<file path="src/rtl/bit_packer_pkg.sv">
// Shared types and sizing helpers for the bit packer.
package bit_packer_pkg;

    typedef enum logic {
        FILL = 1'b0,
        HOLD = 1'b1
    } pk_state_e;

    function automatic int unsigned pk_beats(input int unsigned n_bytes, input int unsigned in_w);
        return (n_bytes * 8) / in_w;
    endfunction

    function automatic int unsigned pk_cnt_w(input int unsigned n_bytes, input int unsigned in_w);
        int unsigned b;
        b = pk_beats(n_bytes, in_w);
        return (b <= 1) ? 1 : $clog2(b);
    endfunction

endpackage

</file>
<file path="src/rtl/bit_packer_ctrl_bits2bytes.sv">
// Slices a flat word into an array of bytes, byte i = bits [i*8 +: 8].
module bits2bytes #(
    parameter int unsigned N_BYTES = 4
) (
    input  logic [N_BYTES*8-1:0]   bits_i,
    output logic [N_BYTES-1:0][7:0] bytes_o
);

    always_comb begin
        for (int unsigned i = 0; i < N_BYTES; i++) begin
            bytes_o[i] = bits_i[i*8 +: 8];
        end
    end

endmodule

</file>
<file path="src/rtl/bit_packer_ctrl.sv">
// Packs IN_W-bit beats LSB-first into N_BYTES-byte words with early close.
// Optional macro BIT_PACKER_SKID_EN adds a staging word so beats flow during HOLD.
module bit_packer_ctrl
    import bit_packer_pkg::*;
#(
    parameter int unsigned N_BYTES = 4,
    parameter int unsigned IN_W    = 8
) (
    input  logic                    clk_i,
    input  logic                    rst_ni,
    input  logic                    in_valid_i,
    output logic                    in_ready_o,
    input  logic [IN_W-1:0]         in_bits_i,
    input  logic                    in_last_i,
    output logic                    out_valid_o,
    input  logic                    out_ready_i,
    output logic [N_BYTES-1:0][7:0] bytes_o,
    output logic                    out_last_o
);

    localparam int unsigned WORD_W = N_BYTES * 8;
    localparam int unsigned BEATS  = pk_beats(N_BYTES, IN_W);
    localparam int unsigned CW     = pk_cnt_w(N_BYTES, IN_W);
    localparam logic [CW-1:0] LAST_IDX = CW'(BEATS - 1);

    if (N_BYTES < 1 || N_BYTES > 64 || IN_W == 0 || (WORD_W % IN_W) != 0) begin : g_bad_cfg
        $error("bit_packer_ctrl: IN_W must divide N_BYTES*8 and N_BYTES must be 1..64");
    end

    function automatic logic [WORD_W-1:0] place(input logic [IN_W-1:0] b, input logic [CW-1:0] idx);
        return WORD_W'(b) << (IN_W * idx);
    endfunction

    pk_state_e         state_q, state_d;
    logic [CW-1:0]     cnt_q, cnt_d;
    logic [WORD_W-1:0] word_q, word_d;
    logic              last_q, last_d;
    logic              accept;
    logic              out_hs;

    assign out_hs      = (state_q == HOLD) && out_ready_i;
    assign accept      = in_valid_i && in_ready_o;
    assign out_valid_o = (state_q == HOLD);
    assign out_last_o  = last_q;

`ifdef BIT_PACKER_SKID_EN
    logic [WORD_W-1:0] stg_q, stg_d;
    logic [CW-1:0]     scnt_q, scnt_d;
    logic              sfull_q, sfull_d;
    logic              slast_q, slast_d;

    assign in_ready_o = rst_ni && (!sfull_q || out_hs);

    always_comb begin
        state_d = state_q;
        cnt_d   = cnt_q;
        word_d  = word_q;
        last_d  = last_q;
        stg_d   = stg_q;
        scnt_d  = scnt_q;
        sfull_d = sfull_q;
        slast_d = slast_q;
        unique case (state_q)
            FILL: begin
                if (accept) begin
                    word_d = word_q | place(in_bits_i, cnt_q);
                    if (cnt_q == LAST_IDX || in_last_i) begin
                        state_d = HOLD;
                        last_d  = in_last_i;
                    end else begin
                        cnt_d = cnt_q + CW'(1);
                    end
                end
            end
            HOLD: begin
                if (out_hs) begin
                    stg_d   = '0;
                    scnt_d  = '0;
                    sfull_d = 1'b0;
                    slast_d = 1'b0;
                    if (sfull_q) begin
                        // Complete staging word goes straight to output; new beat restarts staging.
                        word_d = stg_q;
                        last_d = slast_q;
                        cnt_d  = '0;
                        if (accept) begin
                            stg_d = place(in_bits_i, '0);
                            if (LAST_IDX == '0 || in_last_i) begin
                                sfull_d = 1'b1;
                                slast_d = in_last_i;
                            end else begin
                                scnt_d = CW'(1);
                            end
                        end
                    end else begin
                        // Partial staging becomes the word being filled.
                        state_d = FILL;
                        word_d  = stg_q;
                        cnt_d   = scnt_q;
                        last_d  = 1'b0;
                        if (accept) begin
                            word_d = stg_q | place(in_bits_i, scnt_q);
                            if (scnt_q == LAST_IDX || in_last_i) begin
                                state_d = HOLD;
                                last_d  = in_last_i;
                            end else begin
                                cnt_d = scnt_q + CW'(1);
                            end
                        end
                    end
                end else if (accept) begin
                    stg_d = stg_q | place(in_bits_i, scnt_q);
                    if (scnt_q == LAST_IDX || in_last_i) begin
                        sfull_d = 1'b1;
                        slast_d = in_last_i;
                    end else begin
                        scnt_d = scnt_q + CW'(1);
                    end
                end
            end
            default: state_d = FILL;
        endcase
    end

    always_ff @(posedge clk_i or negedge rst_ni) begin
        if (!rst_ni) begin
            stg_q   <= '0;
            scnt_q  <= '0;
            sfull_q <= 1'b0;
            slast_q <= 1'b0;
        end else begin
            stg_q   <= stg_d;
            scnt_q  <= scnt_d;
            sfull_q <= sfull_d;
            slast_q <= slast_d;
        end
    end
`else
    assign in_ready_o = rst_ni && (state_q == FILL);

    always_comb begin
        state_d = state_q;
        cnt_d   = cnt_q;
        word_d  = word_q;
        last_d  = last_q;
        unique case (state_q)
            FILL: begin
                if (accept) begin
                    word_d = word_q | place(in_bits_i, cnt_q);
                    if (cnt_q == LAST_IDX || in_last_i) begin
                        state_d = HOLD;
                        last_d  = in_last_i;
                    end else begin
                        cnt_d = cnt_q + CW'(1);
                    end
                end
            end
            HOLD: begin
                if (out_ready_i) begin
                    state_d = FILL;
                    cnt_d   = '0;
                    word_d  = '0;
                    last_d  = 1'b0;
                end
            end
            default: state_d = FILL;
        endcase
    end
`endif

    always_ff @(posedge clk_i or negedge rst_ni) begin
        if (!rst_ni) begin
            state_q <= FILL;
            cnt_q   <= '0;
            word_q  <= '0;
            last_q  <= 1'b0;
        end else begin
            state_q <= state_d;
            cnt_q   <= cnt_d;
            word_q  <= word_d;
            last_q  <= last_d;
        end
    end

    bits2bytes #(
        .N_BYTES(N_BYTES)
    ) u_bits2bytes (
        .bits_i (word_q),
        .bytes_o(bytes_o)
    );

endmodule

</file>
<file path="config.mk">
export PLATFORM = sky130hd
export DESIGN_NAME = bit_packer_ctrl
export DESIGN_NICKNAME = d
export VERILOG_FILES = /design/src/rtl/bit_packer_pkg.sv /design/src/rtl/bit_packer_ctrl_bits2bytes.sv /design/src/rtl/bit_packer_ctrl.sv
export SDC_FILE = /design/constraint.sdc
export NUM_CORES = 1
export LEC_CHECK = 0
export BUFFER_PORTS_ARGS = -buffer_cell sky130_fd_sc_hd__clkbuf_2
export CAP_MARGIN = 15
export CORE_MARGIN = 2
export CORE_UTILIZATION = 48
export CTS_BUF_LIST = sky130_fd_sc_hd__clkbuf_4 sky130_fd_sc_hd__clkbuf_8 sky130_fd_sc_hd__clkbuf_16
export CTS_CLUSTER_SIZE = 28
export DETAILED_ROUTE_END_ITERATION = 8
export PLACE_DENSITY = 0.77
export SLEW_MARGIN = 20
export SYNTH_ARGS = -nofsm -noshare
export SYNTH_HDL_FRONTEND = slang
export SYNTH_SLANG_ARGS = --single-unit
</file>
<file path="constraint.sdc">
create_clock -name clk_i -period 1.4 [get_ports clk_i]
set_input_delay 0.28 -clock clk_i [delete_from_list [all_inputs] [get_ports clk_i]]
set_output_delay 0.28 -clock clk_i [all_outputs]
set_load 0.01 [all_outputs]
</file>
==> out/metrics.csv <==
stage,metric,value,unit
status,status,"complete, no violations",
clock_tree,worst_setup_hold_path_clk_slew,0.11,ns
grt,met1_layer_usage_reported_by_global_route,0.282,
timing,final.hold.worst_slack,0.0293,ns
logic_synthesis,ys_ff_latch,36,
grt,grt_use_total,0.200,
critical_path,worstPathBufferInverterCount,0,
route,detail_route.wirelength,3.04,mm
timing,min_period_over_period,0.943,
logic_synthesis,yosys.cell_types.count,20,
die,die_outline_height,57.7,um
clock_tree,cts.sinks,36,
grt,antenna_found_initial,0,
logic_synthesis,yosysWarningCount,0,
timing,report.final.hold_viol_count,0,
clock_tree,clock_tree.buffer_depth,2,
power_and_ir_drop,p_leak,0.941,nW
critical_path,timing.critical_path.to_type,flop,
timing,worstMarginPinSlew,0.411,ns
critical_path,critPathArrivalTime,1.61,ns
timing,setup_violations,0,
die,floorplan.rows,19,
grt,met2_usage,0.291,
logic_synthesis,post_synth_main_area_contributors,"sky130_fd_sc_hd__dfrtp_1 (65%), sky130_fd_sc_hd__a22o_1 (20%), sky130_fd_sc_hd__nor3b_4 (2.7%)",
layout,final_nets,162,
grt,first_global_vias,942,
logic_synthesis,synth-seq-area-share,0.651,
power_and_ir_drop,vdd_ir_drop_max,1.49,mV
critical_path,critPathRequiredTime,1.69,ns
place,detailedPlacementHpwl,2.18,mm
die,design.portCount,48,
place,dpl-instance-area,1680,um2
layout,layout_cell_area_excl_fill,1770,um2
timing,fin_worst_skew,0.00688,ns
die,core_area,2760,um2
grt,first_pass_grt_wire_length,4.83,mm
logic_synthesis,share_of_the_synthesized_area_in_the_top_cell_type,0.651,
logic_synthesis,synthesis.area_per_instance,14.9,um2
layout,layout-drive-gt1-share,0.436,
critical_path,cpMaxStageDelayCell,sky130_fd_sc_hd__dfrtp_2,
logic_synthesis,ys_async_sr_fraction,1.00,
clock_tree,number_of_h_tree_branching_levels,2,
timing,final.setup.tns,0,ns
grt,globalRouteOverflowTotal,0,
logic_synthesis,syn-cell-area,1380,um2
timing,maxSlewViolCount,0,
flow_run,max-cap-violations,0,
route,route.antenna.remaining_nets,0,
clock_tree,cts_root_buffer,sky130_fd_sc_hd__clkbuf_4,
grt,grt_busiest_layer,met2,
logic_synthesis,mappedNetlistNets,107,
route,drt-pass1-iter-count,4,
route,dr_total_vias,1042,
place,numPortBuffers,47,
clock_tree,clkLatencyLatePin,0.35,ns
logic_synthesis,post-synth-top-count-cell,sky130_fd_sc_hd__dfrtp_1,
timing,grt_setup_unrepaired,true,
route,remaining_drc_errors,0,
logic_synthesis,gate_count_after_technology_mapping,93,
timing,min_period,1.32,ns
logic_synthesis,netlist.top_cell.by_area,sky130_fd_sc_hd__dfrtp_1,
layout,antenna_cells_inserted,0,
clock_tree,cts_inserted_buffers,5,
logic_synthesis,synth-edff-count,0,
critical_path,critical_path.top_delay_family,simple AND/OR/NAND/NOR gates,
place,routabilityCongestion,0.796,
die,die_area,3330,um2
route,drt-wirelength-per-cell,16.9,um
logic_synthesis,dominantRegCellSynth,sky130_fd_sc_hd__dfrtp_1,
layout,area_growth,27.8,%
timing,worst_slack,0.0800,ns
die,starting_density_of_the_core,0.502,
timing,relative_slew_slack,0.725,
clock_tree,clock_tree_from_tritoncts,yes,
timing,timing.fmax,0.758,GHz
grt,maximum_number_of_pins_on_one_net_before_global_route_repair,32,
critical_path,worst-setup-path-type,reg2reg,
route,drt-vias-per-instance,5.79,
route,drt-initial-drc-count,34,
critical_path,critical-path-max-stage-delay,0.46,ns
critical_path,crit_path_launch_type,flop,
die,die_outline_width,57.7,um
hold_path,worstHoldPathType,in2async,
grt,groute.layer.met3.usage,0.0647,
place,worst_slack_placed,0.0365,ns
critical_path,path_cells,nand3b_4 -> nor3b_4 -> a22o_1,
critical_path,maximum_fanout_along_the_worst_path,8,
logic_synthesis,synth_top_cells_by_count,"sky130_fd_sc_hd__dfrtp_1 (36), sky130_fd_sc_hd__a22o_1 (31), sky130_fd_sc_hd__nand2_1 (6)",
power_and_ir_drop,power_density,2060,nW/um2
==> power breakdown <==
group          switching (mW)  leakage [nW]  internal (mW)
registers               0.274         0.470           1.43
logic                   0.571         0.430          0.633
clock network           0.361        0.0412          0.372
==> sequential cells by signal (all words and copies together) (netlist names) <==
name	flops
cnt_q	2
out_last_o	1
out_valid_o	1
word_q	32
==> what timing repair did <==
item | in CTS | in global routing
hold buffers | 1 | 0
endpoints found under the setup margin | 0 | 18
resized for setup | 0 | 3
endpoints found under the hold margin | 5 | 0
buffers inserted | 0 | 0
==> layout make-up <==
cell class	count	area, um2
Fill cell	227	988
Sequential cell	36	902
Multi-Input combinational cell	52	457
Timing Repair Buffer	52	288
Clock inverter	3	42.5
Tap cell	31	38.8
Clock buffer	5	37.5
Inverter	1	3.75
==> metrics by stage <==
step	std cells	power (mW)	util
2_1_floorplan	93	2.36	-
3_3_place_gp	171	2.90	0.608
3_5_place_dp	171	2.95	0.608
4_1_cts	180	3.69	0.641
5_1_grt	180	3.87	0.642
6_report	180	3.64	0.642
==> kinds of logic after synthesis <==
group	synth area share
DFF	0.651
AOI/OAI and AO/OA	0.218
and+or+nand+nor	0.0877
buffers and inverters	0.0199
muxes	0.0145
adders and majority gates	0.00904
==> final timing paths <==
path / from / to / slack [ns] / cells past startpoint
worst max-delay path: out_valid_o / word_q[14] / 0.08 / 3
worst min-delay path: rst_ni / word_q[8] / 0.03 / 2
worst max register to register: out_valid_o / word_q[14] / 0.08 / 3
worst min register to register: word_q[5] / word_q[5] / 0.52 / 1
max in group asynchronous: rst_ni / out_valid_o / 0.70 / 3
min in group clk_i: out_ready_i / word_q[29] / 0.14 / 2
==> layout by cell type, fill, tap and decap left out <==
cell type,n
sky130_fd_sc_hd__and3_2,1
sky130_fd_sc_hd__nor2_1,1
sky130_fd_sc_hd__nor3_4,1
sky130_fd_sc_hd__a41oi_1,1
sky130_fd_sc_hd__a32o_1,1
sky130_fd_sc_hd__buf_4,3
sky130_fd_sc_hd__a22o_1,31
sky130_fd_sc_hd__inv_1,1
sky130_fd_sc_hd__bufinv_16,1
sky130_fd_sc_hd__o22ai_1,1
sky130_fd_sc_hd__nor3b_4,2
sky130_fd_sc_hd__ha_1,1
sky130_fd_sc_hd__clkinvlp_4,1
sky130_fd_sc_hd__buf_2,1
sky130_fd_sc_hd__dfrtp_2,1
sky130_fd_sc_hd__dlygate4sd3_1,1
sky130_fd_sc_hd__dfrtp_1,35
sky130_fd_sc_hd__clkbuf_2,46
sky130_fd_sc_hd__mux2i_1,2
sky130_fd_sc_hd__nor2b_1,1
sky130_fd_sc_hd__and3b_1,1
sky130_fd_sc_hd__buf_12,1
sky130_fd_sc_hd__clkbuf_4,5
sky130_fd_sc_hd__a21oi_1,1
sky130_fd_sc_hd__nand3b_4,1
sky130_fd_sc_hd__clkinv_2,1
sky130_fd_sc_hd__nand2_1,6
==> per-layer routing <==
layer	share of wire	routed length, um
met5	0	0
met1	0.46	1400
met4	0.016	49
met2	0.45	1380
met3	0.072	220
Power figures use the tool's default switching activity.
